<file path="config.mk">
export PLATFORM = sky130hd
export DESIGN_NAME = simple_fifo_512_reader
export DESIGN_NICKNAME = d
export VERILOG_FILES = /design/src/rtl/simple_fifo_512_reader_pkg.sv /design/src/rtl/simple_fifo_512_reader_word_slicer.sv /design/src/rtl/simple_fifo_512_reader.sv
export SDC_FILE = /design/constraint.sdc
export NUM_CORES = 1
export LEC_CHECK = 0
export CAP_MARGIN = 20
export CORE_MARGIN = 2
export CORE_UTILIZATION = 57
export CTS_CLUSTER_DIAMETER = 150
export CTS_CLUSTER_SIZE = 14
export DETAILED_ROUTE_END_ITERATION = 6
export PLACE_DENSITY = 0.8
export SETUP_SLACK_MARGIN = 0.1
export SLEW_MARGIN = 0
export SYNTH_ARGS = -nofsm -noshare
export SYNTH_HDL_FRONTEND = slang
export SYNTH_HIERARCHICAL = 1
export SYNTH_SLANG_ARGS = --single-unit
</file>
<file path="constraint.sdc">
create_clock -name clk -period 3.05 [get_ports clk]
set_clock_uncertainty 0.05 [all_clocks]
set_input_delay 0.305 -clock clk [delete_from_list [all_inputs] [get_ports clk]]
set_output_delay 0.305 -clock clk [all_outputs]
set_load 0.005 [all_outputs]
</file>
<file path="src/rtl/simple_fifo_512_reader_pkg.sv">
// Shared widths, state codes and counter sizing for the simple_fifo_512 read/write adapters.
// The write-side packer imports the same defaults so both ends agree on word geometry.
package simple_fifo_512_reader_pkg;

    localparam int DEF_IN_WIDTH  = 512;
    localparam int DEF_OUT_WIDTH = 64;

    localparam logic [1:0] ST_IDLE     = 2'd0;
    localparam logic [1:0] ST_SEND     = 2'd1;
    localparam logic [1:0] ST_SEND_BUF = 2'd2;

    function automatic int cnt_w(input int ratio);
        return (ratio > 1) ? $clog2(ratio) : 1;
    endfunction

endpackage

</file>
<file path="src/rtl/simple_fifo_512_reader_word_slicer.sv">
// Holds the word being sliced and emits it LSB slice first; a loaded word shows valid next cycle.
// Slice and last are held while advance is low; a final-beat advance can reload in the same cycle.
module word_slicer
    import simple_fifo_512_reader_pkg::*;
#(
    parameter int IN_WIDTH  = DEF_IN_WIDTH,
    parameter int OUT_WIDTH = DEF_OUT_WIDTH
) (
    input  logic                 clk,
    input  logic                 reset,
    input  logic                 load,
    input  logic [IN_WIDTH-1:0]  load_data,
    input  logic                 advance,
    output logic [OUT_WIDTH-1:0] slice,
    output logic                 is_last,
    output logic                 valid
);

    localparam int RATIO = IN_WIDTH / OUT_WIDTH;
    localparam int CNT_W = cnt_w(RATIO);

    logic [IN_WIDTH-1:0] cur;
    logic [CNT_W-1:0]    idx;

    assign is_last = valid && (idx == CNT_W'(RATIO - 1));

    always_comb begin
        slice = '0;
        for (int i = 0; i < RATIO; i++) begin
            if (idx == CNT_W'(i)) begin
                slice = cur[i*OUT_WIDTH +: OUT_WIDTH];
            end
        end
    end

    always_ff @(posedge clk or negedge reset) begin
        if (!reset) begin
            cur   <= '0;
            idx   <= '0;
            valid <= 1'b0;
        end else if (advance && valid) begin
            if (is_last) begin
                // Refill on the final beat keeps word boundaries bubble-free.
                idx   <= '0;
                valid <= load;
                if (load) begin
                    cur <= load_data;
                end
            end else begin
                idx <= idx + CNT_W'(1);
            end
        end else if (load && !valid) begin
            cur   <= load_data;
            idx   <= '0;
            valid <= 1'b1;
        end
    end

endmodule

</file>
<file path="src/rtl/simple_fifo_512_reader.sv">
// Pops wide FIFO words and streams them as narrow beats; first beat two cycles after fifo_re.
// m_ready low stalls the current beat; at most two words are held and one read is outstanding.
module simple_fifo_512_reader
    import simple_fifo_512_reader_pkg::*;
#(
    parameter int IN_WIDTH  = DEF_IN_WIDTH,
    parameter int OUT_WIDTH = DEF_OUT_WIDTH
) (
    input  logic                 clk,
    input  logic                 reset,
    output logic                 fifo_re,
    input  logic [IN_WIDTH-1:0]  fifo_dout,
    input  logic                 fifo_empty,
    output logic                 m_valid,
    output logic [OUT_WIDTH-1:0] m_data,
    output logic                 m_last,
    input  logic                 m_ready,
    output logic                 busy
);

    logic                run;
    logic                rd_pend;
    logic                nxt_v;
    logic [IN_WIDTH-1:0] nxt;

    logic                cur_v;
    logic                is_last;
    logic                transfer;
    logic                done;
    logic                cur_free;
    logic                refill_from_nxt;
    logic                land_to_cur;
    logic                land_to_nxt;
    logic                rd_pend_into_nxt;
    logic                load;
    logic [IN_WIDTH-1:0] load_data;
    logic [1:0]          state;

    assign transfer         = cur_v && m_ready;
    assign done             = transfer && is_last;
    assign cur_free         = !cur_v || done;
    assign refill_from_nxt  = done && nxt_v;
    assign land_to_cur      = rd_pend && cur_free && !nxt_v;
    assign land_to_nxt      = rd_pend && !land_to_cur;
    assign rd_pend_into_nxt = rd_pend && !cur_free;
    assign load             = refill_from_nxt || land_to_cur;
    assign load_data        = refill_from_nxt ? nxt : fifo_dout;

    always_comb begin
        state = ST_IDLE;
        if (cur_v) begin
            state = nxt_v ? ST_SEND_BUF : ST_SEND;
        end
    end

    // run holds off popping for the first cycle after reset release.
    assign fifo_re = run && !fifo_empty && !rd_pend && (state != ST_SEND_BUF)
                     && !(cur_v && rd_pend_into_nxt);

    always_ff @(posedge clk or negedge reset) begin
        if (!reset) begin
            run     <= 1'b0;
            rd_pend <= 1'b0;
            nxt_v   <= 1'b0;
            nxt     <= '0;
        end else begin
            run     <= 1'b1;
            rd_pend <= fifo_re;
            if (land_to_nxt) begin
                nxt   <= fifo_dout;
                nxt_v <= 1'b1;
            end else if (refill_from_nxt) begin
                nxt_v <= 1'b0;
            end
        end
    end

    word_slicer #(
        .IN_WIDTH  (IN_WIDTH),
        .OUT_WIDTH (OUT_WIDTH)
    ) u_slicer (
        .clk       (clk),
        .reset     (reset),
        .load      (load),
        .load_data (load_data),
        .advance   (transfer),
        .slice     (m_data),
        .is_last   (is_last),
        .valid     (cur_v)
    );

    assign m_valid = cur_v;
    assign m_last  = is_last;
    assign busy    = cur_v | nxt_v | rd_pend;

endmodule

</file>
==> summary.md, run 1 <==
| Metric | Value |
|---|---|
| Pre-CTS WS | -0.0945 ns |
| Site Rows | 112 |
| Gate Count Post-Synth | 3723 |
| MaxCap Viol Count | 0 |
| GP Congestion | 0.878 |
| Avg WL per Cell | 27.0 um |
| Peak supply drop | 0.000797 V |
| Core Area | 0.0936 mm^2 |
| Status | finished with violations |
| Post-Syn Area | 0.0540 mm^2 |
| DIE AREA | 0.0972 mm^2 |
| Synth Warn # | 6 |
| Yosys top cell by area | dfrtp_1 |
| Most frequent cell after synthesis | dfrtp_1 |
| Worst Tran Pin Value | 0.868 ns |
| WS Path Type | reg2out |
| Crit. Startpoint | u_slicer/idx[0]$_DFFE_PN0P_ |
| Congestion Overflow GR | 0 |
| Most used DFF post-synth | dfrtp_1 |
| Max Freq | 274 MHz |
| Sink Count | 1031 |
| Final Routed Wirelength | 152 mm |
| Area Overhead vs Synth | 21.5% |
| Number of top-level pins | 584 |
| Placed Area | 0.0618 mm^2 |
| Max Slew Vio Count | 0 |
| Crit. End Element | primary output |
| Longest Clk Path Bufs | 3 |
| Post-route ant nets | 0 |
| Reg-to-Reg Start | u_slicer/idx[0]$_DFFE_PN0P_ |
| Cell variety after synth | 31 |
| Synthesized area per cell | 14.5 um^2 |
| Critical Path AT | 3.29 ns |
| Fraction of layout cells with a size suffix above 1 | 0.475 |
| NumNets Final | 4857 |
| Drt initial violations | 2797 |
| Final period util | 1.20 |
| Final WS setup | -0.598 ns |
| Failing checks | setup timing |
| Fillers | 6236 |
| Pwr dens | 1040 mW/mm^2 |
| Die H | 312 um |
| RSZ-0062 raised after global routing | true |
| Leak | 30.0 nW |
| Port bufs | 583 |
| DIE WIDTH | 312 um |
| Power consumption | 68.4 mW |
| Worst min-delay path class | in2async |
| Final setup violation count | 63 |
| Setup crit start kind | register |
| Synth top area cells | dfrtp_1 48%, mux2_4 27%, mux2_2 12%, a21oi_1 2.4%, buf_6 2.3% |
| Reg area | 0.0258 mm^2 |
| Fraction of registers with async set/reset | 1.00 |
| Maximum level of the CTS H-tree | 3 |
| Largest net degree at the start of global routing | 105 |
| DRC errors left | 0 |
| Worst-skew pair later-pin latency | 0.65 ns |
| Worst Path Max Fanout | 27 |
| First-pass GRT wire length | 226 mm |
| Final hold vios | 0 |
| Crit path required time | 2.69 ns |
| DR pass1 iterations | 5 |
| Syn_nets | 4245 |
| Vias/cell | 5.97 |
| Post-synth EDFFs | 0 |
| Vias in the first global route | 35000 |
| Layout Cell Area excl Fill | 0.0656 mm^2 |
| Area of the multi-input gates | 0.0265 mm^2 |
| Post-route minimum period | 3.65 ns |
| Slew headroom | 0.421 |
| Seq/Total Area, Yosys | 0.478 |
| CTS tree | yes |
| Post-synth top cells | 1031 x dfrtp_1, 960 x mux2_4, 576 x mux2_2 |
| Initial Utilization | 0.576 |
| Total GRT Usage | 0.304 |
| Clock transition at path regs | 0.07 ns |
| Vias | 33600 |
| #FFs+latches synth | 1031 |
| Total CTS buffers | 83 |
| Hpwl dp | 103 mm |
| Initial antenna violation count | 58 |
| Area fraction of the dominant cell type after synthesis | 0.478 |
| Root buffer cell | clkbuf_16 |
where the power goes:
part | switching [mW] | internal (mW) | total, mW
Clock | 4.87 | 5.02 | 9.89
Combinational | 14.0 | 19.2 | 33.2
Sequential | 4.51 | 20.8 | 25.3
cells by family (layout without fill, tap and decap cells):
group                      count (synthesis)  count (layout)  synth area share
DFF                                     1031            1031             0.478
muxes                                   1538            1538             0.388
adders and majority gates                  6               6           0.00139
AOI/OAI and AO/OA                        456             456            0.0583
and+or+nand+nor                          278             278            0.0273
other                                      1              36         0.0000695
buffers and inverters                    413            1029            0.0472
layout by cell type (no fill, tap or decap), types with 53 or more instances in the layout:
cell and n:
clkbuf_16 93, nand2_1 134, clkdlybuf4s50_1 549, buf_12 83
mux2_4 962, a21oi_2 53, a21oi_1 205, mux2_2 574
dfrtp_1 1029, o31ai_1 63, nand2b_1 66, inv_1 128
buf_4 100, nand3b_1 65
stage by stage:
| stage | TNS (ns) | hold slack [ns] | cells | utilization |
|---|---|---|---|---|
| 2_1_floorplan | 0 | -0.0406 | 3723 | - |
| 3_3_place_gp | -0.0494 | 0.319 | 5456 | 0.661 |
| 3_5_place_dp | -0.187 | 0.319 | 5456 | 0.661 |
| 4_1_cts | -30.19 | 0.213 | 5562 | 0.691 |
| 5_1_grt | -22.87 | 0.228 | 5623 | 0.700 |
| 6_report | -18.19 | 0.234 | 5628 | 0.701 |
timing repair:
item / in CTS / in global routing
setup buffers: 11 / 24
resized for setup: 106 / 164
hold buffers: 1 / 0
gates cloned: 5 / 8
setup endpoints to repair: 64 / 543
endpoints found under the hold margin: 40 / 0
pin swaps: 36 / 63
area by class of cell:
cell class,instances,area share
timing repair buffer,809,0.136
clock inverter,2,0.000248
sequential,1031,0.393
antenna,35,0.00134
tap,1254,0.0239
clock buffer,87,0.0332
multi-input combinational,2279,0.405
inverter,131,0.00752
worst paths after layout:
path	to	slack, ns	cells after the start
max reg2reg	u_slicer/cur[232]$_DFFE_PN0P_	0.10	10
max	m_data[33]	-0.60	8
min	nxt[137]$_DFFE_PN0P_	0.23	2
min in group clk	nxt[260]$_DFFE_PN0P_	0.25	2
max in group asynchronous	nxt[153]$_DFFE_PN0P_	1.63	3
min reg2reg	rd_pend$_DFF_PN0_	0.45	2
per-layer routing:
layer,global-route usage,up-vias,share of wire
li1,-,14500,-
met1,0.447,17500,0.45
met2,0.439,1251,0.44
met3,0.0807,272,0.077
met4,0.0945,46,0.030
met5,0,-,0.0019
worst max-delay path, cell delays in order (launching register included):
cell	delay [ns]
dfrtp_2	0.45
ha_4	0.18
ha_4	0.16
or2_4	0.27
buf_12	0.19
a221oi_2	0.28
o22ai_1	0.26
a21oi_2	0.27
clkdlybuf4s50_1	0.53
flip-flops by register name (all words and copies together), names as in the netlist:
signal,cells
nxt,512
nxt_v,1
rd_pend,1
run,1
u_slicer/cur,512
u_slicer/idx,3
u_slicer/valid,1
(Power assumes the default switching activity.)
==> inputs of run 2 (changes only) <==
SLEW_MARGIN = 20   (was 0)
==> results of run 2 <==
Final layout, timing and power as in run 1 (identical DEF).
